[config.mk]
export PLATFORM = sky130hd
export DESIGN_NAME = pong_ball_engine
export DESIGN_NICKNAME = d
export VERILOG_FILES = /design/src/rtl/pong_pkg.sv /design/src/rtl/pong_ball_engine_mask.sv /design/src/rtl/pong_ball_engine.sv
export SDC_FILE = /design/constraint.sdc
export NUM_CORES = 1
export LEC_CHECK = 0
export CAP_MARGIN = 30
export CORE_MARGIN = 2
export CORE_UTILIZATION = 54
export CTS_CLUSTER_DIAMETER = 150
export DETAILED_ROUTE_END_ITERATION = 16
export PLACE_DENSITY_LB_ADDON = 0.12
export SYNTH_ARGS = -nofsm -noshare
export SYNTH_HDL_FRONTEND = slang
export SYNTH_SLANG_ARGS = --single-unit
[constraint.sdc]
create_clock -name clk -period 4 [get_ports clk]
set_clock_uncertainty 0.1 [all_clocks]
set_input_delay 0.4 -clock clk [delete_from_list [all_inputs] [get_ports clk]]
set_output_delay 0.4 -clock clk [all_outputs]
set_load 0.01 [all_outputs]
[src/rtl/pong_pkg.sv]
// Shared types and the paddle occupancy rule for the pong ball engine.
package pong_pkg;

   typedef enum logic [1:0] {
      IDLE = 2'd0,
      PLAY = 2'd1,
      MISS = 2'd2,
      OVER = 2'd3
   } state_t;

   localparam logic DIR_POS = 1'b0;
   localparam logic DIR_NEG = 1'b1;

   localparam int MAX_WIDTH = 32;

   // Paddle start is clamped so a paddle parked at the right edge stays fully on screen.
   function automatic logic [MAX_WIDTH-1:0] paddle_mask(input int pos, input int width,
                                                        input int size);
      int p_eff;
      logic [MAX_WIDTH-1:0] m;
      p_eff = (pos > width - size) ? width - size : pos;
      m = '0;
      for (int c = 0; c < MAX_WIDTH; c++) begin
         if (c < width && c >= p_eff && c < p_eff + size) m[c] = 1'b1;
      end
      return m;
   endfunction

endpackage

[src/rtl/pong_ball_engine_mask.sv]
// Combinational paddle position to lit-column mask.
module pong_paddle_mask
   import pong_pkg::*;
#(
   parameter int WIDTH        = 8,
   parameter int BIT_OF_WIDTH = 3,
   parameter int SIZE         = 2
) (
   input  logic [BIT_OF_WIDTH-1:0] pos,
   output logic [WIDTH-1:0]        mask
);

   always_comb begin
      mask = WIDTH'(paddle_mask(int'(pos), WIDTH, SIZE));
   end

endmodule

[src/rtl/pong_ball_engine.sv]
// Pong ball engine: ball motion, paddle/wall collision, scoring and LED matrix render.
//
// state | meaning
// IDLE  | ball parked at centre, waiting for serve
// PLAY  | ball stepping once per TICK_DIV ticks
// MISS  | ball shown in the paddle row for one step after a point
// OVER  | a player reached MAX_SCORE; frozen until reset
module pong_ball_engine
   import pong_pkg::*;
#(
   parameter int WIDTH         = 8,
   parameter int HEIGHT        = 8,
   parameter int BIT_OF_WIDTH  = 3,
   parameter int BIT_OF_HEIGHT = 3,
   parameter int SIZE          = 2,
   parameter int TICK_DIV      = 4,
   parameter int SCORE_BITS    = 4,
   parameter int MAX_SCORE     = 9
) (
   input  logic                     clk,
   input  logic                     rst_n,
   input  logic                     tick,
   input  logic                     serve,
   input  logic [BIT_OF_WIDTH-1:0]  player_top,
   input  logic [BIT_OF_WIDTH-1:0]  player_down,
   input  logic [BIT_OF_HEIGHT-1:0] count,
   output logic [WIDTH-1:0]         matrix_out,
   output logic [BIT_OF_WIDTH-1:0]  ball_x,
   output logic [BIT_OF_HEIGHT-1:0] ball_y,
   output logic                     hit_top,
   output logic                     hit_down,
   output logic [SCORE_BITS-1:0]    score_top,
   output logic [SCORE_BITS-1:0]    score_down,
   output logic                     game_over
);

   localparam int PW = (TICK_DIV > 1) ? $clog2(TICK_DIV) : 1;
   localparam logic [PW-1:0] PRE_LAST = PW'(TICK_DIV - 1);
   localparam logic [PW-1:0] PRE_ONE  = PW'(1);

   localparam logic [BIT_OF_WIDTH-1:0] X_MAX = BIT_OF_WIDTH'(WIDTH - 1);
   localparam logic [BIT_OF_WIDTH-1:0] X_CTR = BIT_OF_WIDTH'(WIDTH / 2);
   localparam logic [BIT_OF_WIDTH-1:0] X_ONE = BIT_OF_WIDTH'(1);

   localparam logic [BIT_OF_HEIGHT-1:0] Y_CTR         = BIT_OF_HEIGHT'(HEIGHT / 2);
   localparam logic [BIT_OF_HEIGHT-1:0] Y_ONE         = BIT_OF_HEIGHT'(1);
   localparam logic [BIT_OF_HEIGHT-1:0] Y_TWO         = BIT_OF_HEIGHT'(2);
   localparam logic [BIT_OF_HEIGHT-1:0] Y_NEAR_DOWN   = BIT_OF_HEIGHT'(HEIGHT - 2);
   localparam logic [BIT_OF_HEIGHT-1:0] Y_BOUNCE_DOWN = BIT_OF_HEIGHT'(HEIGHT - 3);
   localparam logic [BIT_OF_HEIGHT-1:0] Y_LAST        = BIT_OF_HEIGHT'(HEIGHT - 1);

   localparam logic [SCORE_BITS-1:0] SCORE_END = SCORE_BITS'(MAX_SCORE);
   localparam logic [SCORE_BITS-1:0] SCORE_ONE = SCORE_BITS'(1);

   state_t state_q, state_d;
   logic [PW-1:0] presc_q;
   logic dx_q, dy_q;
   logic counting, moving, step;
   logic [WIDTH-1:0] top_mask, down_mask, render_d;
   logic [BIT_OF_WIDTH-1:0] nx;
   logic [BIT_OF_HEIGHT-1:0] ny;
   logic ndx, ndy, hit_top_d, hit_down_d, lose_top, lose_down;

   pong_paddle_mask #(.WIDTH(WIDTH), .BIT_OF_WIDTH(BIT_OF_WIDTH), .SIZE(SIZE)) u_mask_top (
      .pos  (player_top),
      .mask (top_mask)
   );

   pong_paddle_mask #(.WIDTH(WIDTH), .BIT_OF_WIDTH(BIT_OF_WIDTH), .SIZE(SIZE)) u_mask_down (
      .pos  (player_down),
      .mask (down_mask)
   );

   always_ff @(posedge clk) begin
      if (!rst_n) state_q <= IDLE;
      else        state_q <= state_d;
   end

   always_comb begin
      state_d = state_q;
      case (state_q)
         IDLE:    if (serve) state_d = PLAY;
         PLAY:    if (step && (lose_top || lose_down)) state_d = MISS;
         MISS: begin
            if (step) begin
               state_d = (score_top >= SCORE_END || score_down >= SCORE_END) ? OVER : IDLE;
            end
         end
         OVER:    state_d = OVER;
         default: state_d = IDLE;
      endcase
   end

   always_comb begin
      counting  = (state_q == PLAY) || (state_q == MISS);
      moving    = (state_q == PLAY);
      game_over = (state_q == OVER);
   end

   // Horizontal move resolves first; the paddle test uses the post-reflection column.
   always_comb begin
      step = counting && tick && (presc_q == PRE_LAST);

      ndx = dx_q;
      if (dx_q == DIR_POS) begin
         if (ball_x == X_MAX) begin
            nx  = ball_x - X_ONE;
            ndx = DIR_NEG;
         end else begin
            nx = ball_x + X_ONE;
         end
      end else begin
         if (ball_x == '0) begin
            nx  = X_ONE;
            ndx = DIR_POS;
         end else begin
            nx = ball_x - X_ONE;
         end
      end

      ny         = ball_y;
      ndy        = dy_q;
      hit_top_d  = 1'b0;
      hit_down_d = 1'b0;
      lose_top   = 1'b0;
      lose_down  = 1'b0;
      if (dy_q == DIR_NEG && ball_y == Y_ONE) begin
         if (top_mask[nx]) begin
            ny        = Y_TWO;
            ndy       = DIR_POS;
            hit_top_d = 1'b1;
         end else begin
            ny       = '0;
            lose_top = 1'b1;
         end
      end else if (dy_q == DIR_POS && ball_y == Y_NEAR_DOWN) begin
         if (down_mask[nx]) begin
            ny         = Y_BOUNCE_DOWN;
            ndy        = DIR_NEG;
            hit_down_d = 1'b1;
         end else begin
            ny        = Y_LAST;
            lose_down = 1'b1;
         end
      end else if (dy_q == DIR_POS) begin
         ny = ball_y + Y_ONE;
      end else begin
         ny = ball_y - Y_ONE;
      end
   end

   always_comb begin
      render_d = '0;
      if (count == '0)     render_d = render_d | top_mask;
      if (count == Y_LAST) render_d = render_d | down_mask;
      if (count == ball_y) render_d = render_d | (WIDTH'(1) << ball_x);
   end

   // dy is left alone on a miss: it already points at the player who lost the point.
   always_ff @(posedge clk) begin
      if (!rst_n) begin
         presc_q    <= '0;
         ball_x     <= X_CTR;
         ball_y     <= Y_CTR;
         dx_q       <= DIR_POS;
         dy_q       <= DIR_POS;
         score_top  <= '0;
         score_down <= '0;
         hit_top    <= 1'b0;
         hit_down   <= 1'b0;
         matrix_out <= '0;
      end else begin
         hit_top    <= 1'b0;
         hit_down   <= 1'b0;
         matrix_out <= render_d;
         if (state_q == IDLE && serve) begin
            presc_q <= '0;
         end else if (counting && tick) begin
            presc_q <= (presc_q == PRE_LAST) ? '0 : presc_q + PRE_ONE;
         end
         if (step && moving) begin
            ball_x   <= nx;
            ball_y   <= ny;
            dx_q     <= ndx;
            dy_q     <= ndy;
            hit_top  <= hit_top_d;
            hit_down <= hit_down_d;
            if (lose_top && score_down != '1)  score_down <= score_down + SCORE_ONE;
            if (lose_down && score_top != '1)  score_top  <= score_top + SCORE_ONE;
         end else if (step && state_d == IDLE) begin
            ball_x <= X_CTR;
            ball_y <= Y_CTR;
         end
      end
   end

endmodule

Yosys cells after proc, flatten, opt, wreduce, memory -nomap -nowiden
Cells that the tools add are included.
{"block": "word_totals", "register_bits": 30}
{"block": "op_classes", "add_sub_neg": 9, "n_lt_le_gt_ge": 37, "eq_ne": 12, "shifts": 1, "muxes": 56, "bitwise_logic": 6, "reduce_logical": 42}
{"operator": "$ge 4x32->1 const A", "count": 8}
{"operator": "$lt 4x32->1 const A", "count": 8}
{"operator": "$ge 3x32->1 const A", "count": 4}
{"operator": "$lt 3x32->1 const A", "count": 4}
{"operator": "$add 32x3->32 const B", "count": 2}
{"operator": "$ge 1x32->1 const A", "count": 2}
{"operator": "$ge 2x32->1 const A", "count": 2}
{"operator": "$lt 1x32->1 const A", "count": 2}
{"operator": "$lt 2x32->1 const A", "count": 2}
{"operator": "$mux 3", "count": 11}
{"operator": "$mux 1", "count": 32}
{"operator": "$logic_and 1x1->1", "count": 26}
{"operator": "$mux 8", "count": 3}
{"operator": "$or 8x8->8", "count": 2}
{"operator": "$mux 2", "count": 7}
{"operator": "$eq 3x3->1 const B", "count": 3}
{"operator": "$add 4x1->4 const B", "count": 2}
{"operator": "$ge 4x4->1 const B", "count": 2}
{"operator": "$ne 4x4->1 const B", "count": 2}
{"operator": "$pmux 2 s4", "count": 1}
{"operator": "$shl 1x3->8 const A", "count": 1}
{"operator": "$add 3x1->3 const B", "count": 2}
{"operator": "$bmux 1 s3", "count": 2}
{"operator": "$eq 2x2->1 const B", "count": 3}
{"operator": "18 further kinds", "count": 30}

Longest topological paths before layout
{"block": "logic_depth", "depth_word": 19, "mapped_depth": 12, "depth_no_buf": 11}

Hierarchy
A second synthesis with hierarchy kept.
{"block": "unflattened", "cells_unflattened": 286, "hier_area_um2": 2452.4}
{"mod": "pong_ball_engine", "n_inst": 1, "cells_each": 240, "area_per_inst_um2": 2102.0, "seq_area_each_um2": 600.6}
{"mod": "pong_paddle_mask", "n_inst": 2, "cells_each": 23, "area_per_inst_um2": 175.2, "seq_area_each_um2": 0.0}

Worst setup path after synthesis
OpenSTA, ideal clock, no wires.
{"block": "synth_timing", "path_kind": "reg-to-reg", "start": "register ball_x[0]", "end": "register ball_y[2]", "setup_time_ns": 0.127, "arrival_ns": 2.757, "slack_ns": 1.016, "path_stages_with_launch": 11, "path_buffers": 0, "synth_period_minus_slack_ns": 2.984, "path_cell_list": "dfxtp_1 > inv_1 > ha_1 > ha_1 > a21boi_1 > mux2_2 > o211ai_2 > nor3b_4 > o21bai_2 > a31o_2 > or3b_1"}
{"block": "synth_via", "elab_chain_cells": 15, "elab_cells_between_ends": 23}
{"item": "start: declaration", "line": "pong_ball_engine.sv:28", "rtl": "output logic [BIT_OF_WIDTH-1:0] ball_x,"}
{"item": "start signal: assignment", "line": "pong_ball_engine.sv:182", "rtl": "ball_x <= nx;"}
{"item": "$add 3x1->3 (tied with other cells)", "line": "pong_ball_engine.sv:110", "rtl": "nx = ball_x + X_ONE;"}
{"item": "$mux 3, on equally long branches", "line": "pong_ball_engine.sv:106, pong_ball_engine.sv:113"}
{"item": "$mux 3 *", "line": "pong_ball_engine.sv:105", "rtl": "if (dx_q == DIR_POS) begin"}
{"item": "$bmux 1 s3", "line": "pong_ball_engine.sv:137", "rtl": "if (down_mask[nx]) begin"}
{"item": "$mux 1 (not written as such)", "line": "pong_ball_engine.sv:137"}
{"item": "$mux 1", "line": "pong_ball_engine.sv:137"}
{"item": "$mux 1", "line": "pong_ball_engine.sv:136", "rtl": "end else if (dy_q == DIR_POS && ball_y == Y_NEAR_DOWN) begin"}
{"item": "$mux 1", "line": "pong_ball_engine.sv:127", "rtl": "if (dy_q == DIR_NEG && ball_y == Y_ONE) begin"}
{"item": "$logic_or 1x1->1 *", "line": "pong_ball_engine.sv:83", "rtl": "PLAY: if (step && (lose_top || lose_down)) state_d = MISS;"}
{"item": "$logic_and 1x1->1 *", "line": "pong_ball_engine.sv:83"}
{"item": "$mux 2 *", "line": "pong_ball_engine.sv:83"}
{"item": "$pmux 2 s4 *", "line": "pong_ball_engine.sv:81", "rtl": "case (state_q)"}
{"item": "$logic_not 2->1 *", "line": "pong_ball_engine.sv:190", "rtl": "end else if (step && state_d == IDLE) begin"}
{"item": "$logic_and 1x1->1 *", "line": "pong_ball_engine.sv:190"}
{"item": "$reduce_bool 2->1 (no line) *"}
{"item": "end signal: assignment", "line": "pong_ball_engine.sv:183", "rtl": "ball_y <= ny;"}
{"item": "end: declaration", "line": "pong_ball_engine.sv:29", "rtl": "output logic [BIT_OF_HEIGHT-1:0] ball_y,"}
Mark *: on every way between the ends. The rest lies on a longest branch, timed or not. The select of a mux whose other input is x is not followed.
A chain may end at the register's enable or synchronous reset.

Worst setup path in the final report
Ends and elaborated chain as after synthesis.

==> impl_results.rst <==
.. list-table::
   :header-rows: 1

   * - Metric
     - Value
   * - Setup_tns
     - 0 ns
   * - Number of antenna violations at the first check in global routing
     - 0
   * - Diode insertion count for antenna repair
     - 0
   * - Per-cell via count in the routed design
     - 5.801
   * - Placed cell count
     - 365
   * - Number of sinks driven by the clock tree
     - 30
   * - Final critical-path required period
     - 3.319 ns
   * - Vias in the first global route
     - 1983
   * - Number of enable-type register cells in the synthesized netlist
     - 0
   * - Endpoint class of the critical path
     - flop
   * - Number of library cell types mapped by synthesis
     - 58
   * - Period Utilization, post-route
     - 82.98%
   * - Remaining design rule violation count
     - 0
   * - Site Rows
     - 24
   * - Syn-to-layout area delta
     - 19.17%
   * - Total routing usage reported by global routing
     - 22.71%
   * - Number of stages on the worst hold path
     - 2
   * - Most frequent cells in the layout
     - sky130_fd_sc_hd__ha_1 (37), sky130_fd_sc_hd__clkdlybuf4s50_1 (37), sky130_fd_sc_hd__dfxtp_1 (30)
   * - Series of cell instances along the critical path
     - inv_1 > ha_1 > ha_1 > a21boi_1 > mux2_2 > o211ai_2 > nor3b_4 > o21bai_2 > a31o_2 > or3b_1
   * - First-pass iteration count of the detailed router
     - 4
   * - Initial Utilization
     - a little under three fifths
   * - Largest net degree at the start of global routing
     - 22
   * - Die ar.
     - 5035 um^2
   * - Yosys warns
     - 0
   * - CP required
     - roughly 4.1 ns
   * - Synth Flop Type
     - sky130_fd_sc_hd__dfxtp_1
   * - Clock root buffer master
     - sky130_fd_sc_hd__clkbuf_8
   * - Finished Layout Cells
     - 372
   * - Final Slew Violations
     - 0
   * - First-pass GRT wire length
     - 9.183 mm
   * - RSZ-0062 raised after global routing
     - no
   * - # H-tree levels
     - 2
   * - Number of hold-repair buffers added at the cts stage
     - 0
   * - Clock tree from TritonCTS
     - done
   * - Async SR Flop Fraction
     - 0%
   * - Clock latency reported for the late side of the worst-skew pair
     - between 0.2 and 0.3 ns
   * - Reported leakage power
     - 1.131 nW
   * - Fin Hold WS
     - 0.3637 ns
   * - Netlist Area Pre-Place
     - 2421 um^2
   * - Cells after Synth
     - 285
   * - Count of boundary I/O pins
     - 38
   * - Number of synthesized register bits
     - 30
   * - DIE HEIGHT
     - 70.96 um
   * - Hold Violations, Final
     - 0
   * - Path depth of the worst reg2reg path
     - 10
   * - Placer congestion estimate
     - 0.9113
   * - Post-Synthesis Mean Instance Area
     - 8.495 um^2
   * - Number of nets with antenna violations after detailed routing
     - 0
   * - Core area
     - 4324 um^2
   * - Detailed-route wire length per cell
     - approximately 15 um
   * - Part of the Yosys area used for sequential elements
     - 24.81%
   * - Fraction of layout cells with a size suffix above 1
     - 8.750%
   * - Clock-pin slew on the worst setup and hold paths
     - 0.07 ns
   * - Category of the worst setup path launch point
     - flop
   * - Count of max-cap constraint violations
     - 0
   * - Total of buffers placed on input and output ports
     - 37
   * - Transition time at the pin with the least slew margin
     - slightly above 1 ns
   * - Routed wire length
     - approximately 5.5 mm
   * - Die width
     - 70.96 um
   * - Via count
     - 2158
   * - Half-perimeter wire length after placement
     - 4.195 mm
   * - Type of the tightest min-delay check
     - flop to flop
   * - Total global routing overflow
     - 0
   * - Maximum single-stage delay on the critical path
     - 0.43 ns
   * - Bufs on Longest Clock Path
     - 2
   * - Power density cells
     - 218.8 nW/um^2
   * - Area of placed instances
     - about 2800 um^2
   * - Maximum VDD drop
     - 0.0001762 V
   * - Crit path max-delay cell type
     - sky130_fd_sc_hd__dfxtp_1
   * - Clock buffer count from CTS
     - 5
   * - Library cell appearing most often on the critical path
     - sky130_fd_sc_hd__ha_1
   * - Critical path arrival
     - 3.39 ns
   * - Number of inserted filler cells in the final layout
     - 396
   * - Setup Buffers After CTS
     - 0
   * - Area of all placed cells without fillers
     - between 2000 and 3000 um^2
   * - Net total in the final layout
     - 370
   * - Outcome
     - finished, final reports clean
   * - Largest fanout on the critical path
     - 7
   * - Crit Path Class
     - flop to flop
   * - Final Setup Violations
     - 0
   * - Worst slew margin relative to its limit
     - between 30% and 40%
   * - DRT iter0 DRCs
     - 200
   * - Synth Net Count
     - 335
   * - Fmax achieved
     - about 300 MHz
   * - Count of instances resized after the clock tree is built
     - 0
==> Yosys cell counts, types with 3 or more instances <==
| cell type | number | area, um^2 |
|---|---|---|
| sky130_fd_sc_hd__a211oi_1 | 10 | 75.07 |
| sky130_fd_sc_hd__nor2b_1 | 5 | 31.28 |
| sky130_fd_sc_hd__nor3_1 | 9 | 45.04 |
| sky130_fd_sc_hd__a222oi_1 | 3 | 30.03 |
| sky130_fd_sc_hd__nand3b_1 | 3 | 22.52 |
| sky130_fd_sc_hd__nand2b_1 | 6 | 37.54 |
| sky130_fd_sc_hd__nor2_1 | 26 | 97.59 |
| sky130_fd_sc_hd__nor4_1 | 4 | 25.02 |
| sky130_fd_sc_hd__o21ai_0 | 10 | 50.05 |
| sky130_fd_sc_hd__o311a_1 | 3 | 30.03 |
| sky130_fd_sc_hd__nand2_1 | 16 | 60.06 |
| sky130_fd_sc_hd__xnor2_1 | 5 | 43.79 |
| sky130_fd_sc_hd__a21oi_1 | 13 | 65.06 |
| sky130_fd_sc_hd__xor2_1 | 6 | 52.55 |
| sky130_fd_sc_hd__dfxtp_1 | 30 | 600.6 |
| sky130_fd_sc_hd__inv_1 | 20 | 75.07 |
| sky130_fd_sc_hd__nand3_1 | 12 | 60.06 |
| sky130_fd_sc_hd__ha_1 | 37 | 462.9 |
| sky130_fd_sc_hd__mux2i_1 | 4 | 40.04 |
| sky130_fd_sc_hd__and3_1 | 3 | 18.77 |
| sky130_fd_sc_hd__a31oi_1 | 6 | 37.54 |
| sky130_fd_sc_hd__a22oi_1 | 4 | 30.03 |
| sky130_fd_sc_hd__clkbuf_1 | 5 | 18.77 |
| sky130_fd_sc_hd__o21a_1 | 3 | 22.52 |
==> final cells by class <==
cell class,instances,area [um^2],share of cell area (%)
Multi-Input combinational cell,226,1695,58.76
Sequential cell,30,600.6,20.82
Clock inverter,2,10.01,0.3469
Clock buffer,5,68.82,2.385
Tap cell,52,65.06,2.255
Inverter,20,75.07,2.602
Timing Repair Buffer,37,370.4,12.84
==> stage by stage <==
step | power [mW] | setup slack, ns | util, %
floorplan | 0.3687 | 1.016 | -
global placement | 0.4030 | 0.6029 | 64.90
detailed placement | 0.4039 | 0.5905 | 64.90
CTS | 0.6377 | 0.7048 | 66.72
global route | 0.6568 | 0.4555 | 66.72
finish | 0.6312 | 0.6806 | 66.72
==> power by group <==
part | internal, mW | total [mW] | switching (mW) | leakage [nW]
Combinational | 0.0405 | 0.0936 | 0.0531 | 0.845
Sequential | 0.302 | 0.305 | 0.00237 | 0.242
Clock | 0.117 | 0.233 | 0.116 | 0.0438
==> final timing paths <==
path / from / end / slack (ns)
worst min-delay path: presc_q[1]$_SDFFE_PP0P_ / presc_q[1]$_SDFFE_PP0P_ / 0.36
worst max-delay path: ball_x[0]$_SDFFE_PN0P_ / ball_y[2]$_SDFFE_PN1P_ / 0.68
worst max register to register: ball_x[0]$_SDFFE_PN0P_ / ball_y[2]$_SDFFE_PN1P_ / 0.68
worst min register to register: presc_q[1]$_SDFFE_PP0P_ / presc_q[1]$_SDFFE_PP0P_ / 0.36
==> per-layer routing <==
layer	part of all wire, %	wire [um]	track usage (%)
met5	0	0	0
met4	0.80	44	6.499
met1	47	2601	31.87
met2	44	2439	35.31
met3	7.3	399	4.843
==> cells by family (layout without fill, tap and decap cells) <==
group,Yosys count,count (layout),synth area share [%]
compound gates,75,75,23.20
simple gates,97,97,21.14
fa+ha+maj,37,37,19.12
mux,6,6,2.584
flops,30,30,24.81
buf+inv,29,64,5.168
xor+xnor,11,11,3.979
==> sequential cells by signal, indices dropped and copies added (netlist names) <==
signal / cells
dx_q: 1
dy_q: 1
hit_top: 1
hit_down: 1
ball_y: 3
state_q: 2
score_top: 4
matrix_out: 8
presc_q: 2
score_down: 4
ball_x: 3
==> critical path, delay by kind of cell, from the launching register on <==
kind,cells,cell delay [ns]
compound gates,4,0.93
fa+ha+maj,2,0.51
buf+inv,1,0.11
flops,1,0.43
mux,1,0.40
simple gates,2,0.73
(Power assumes the default switching activity.)
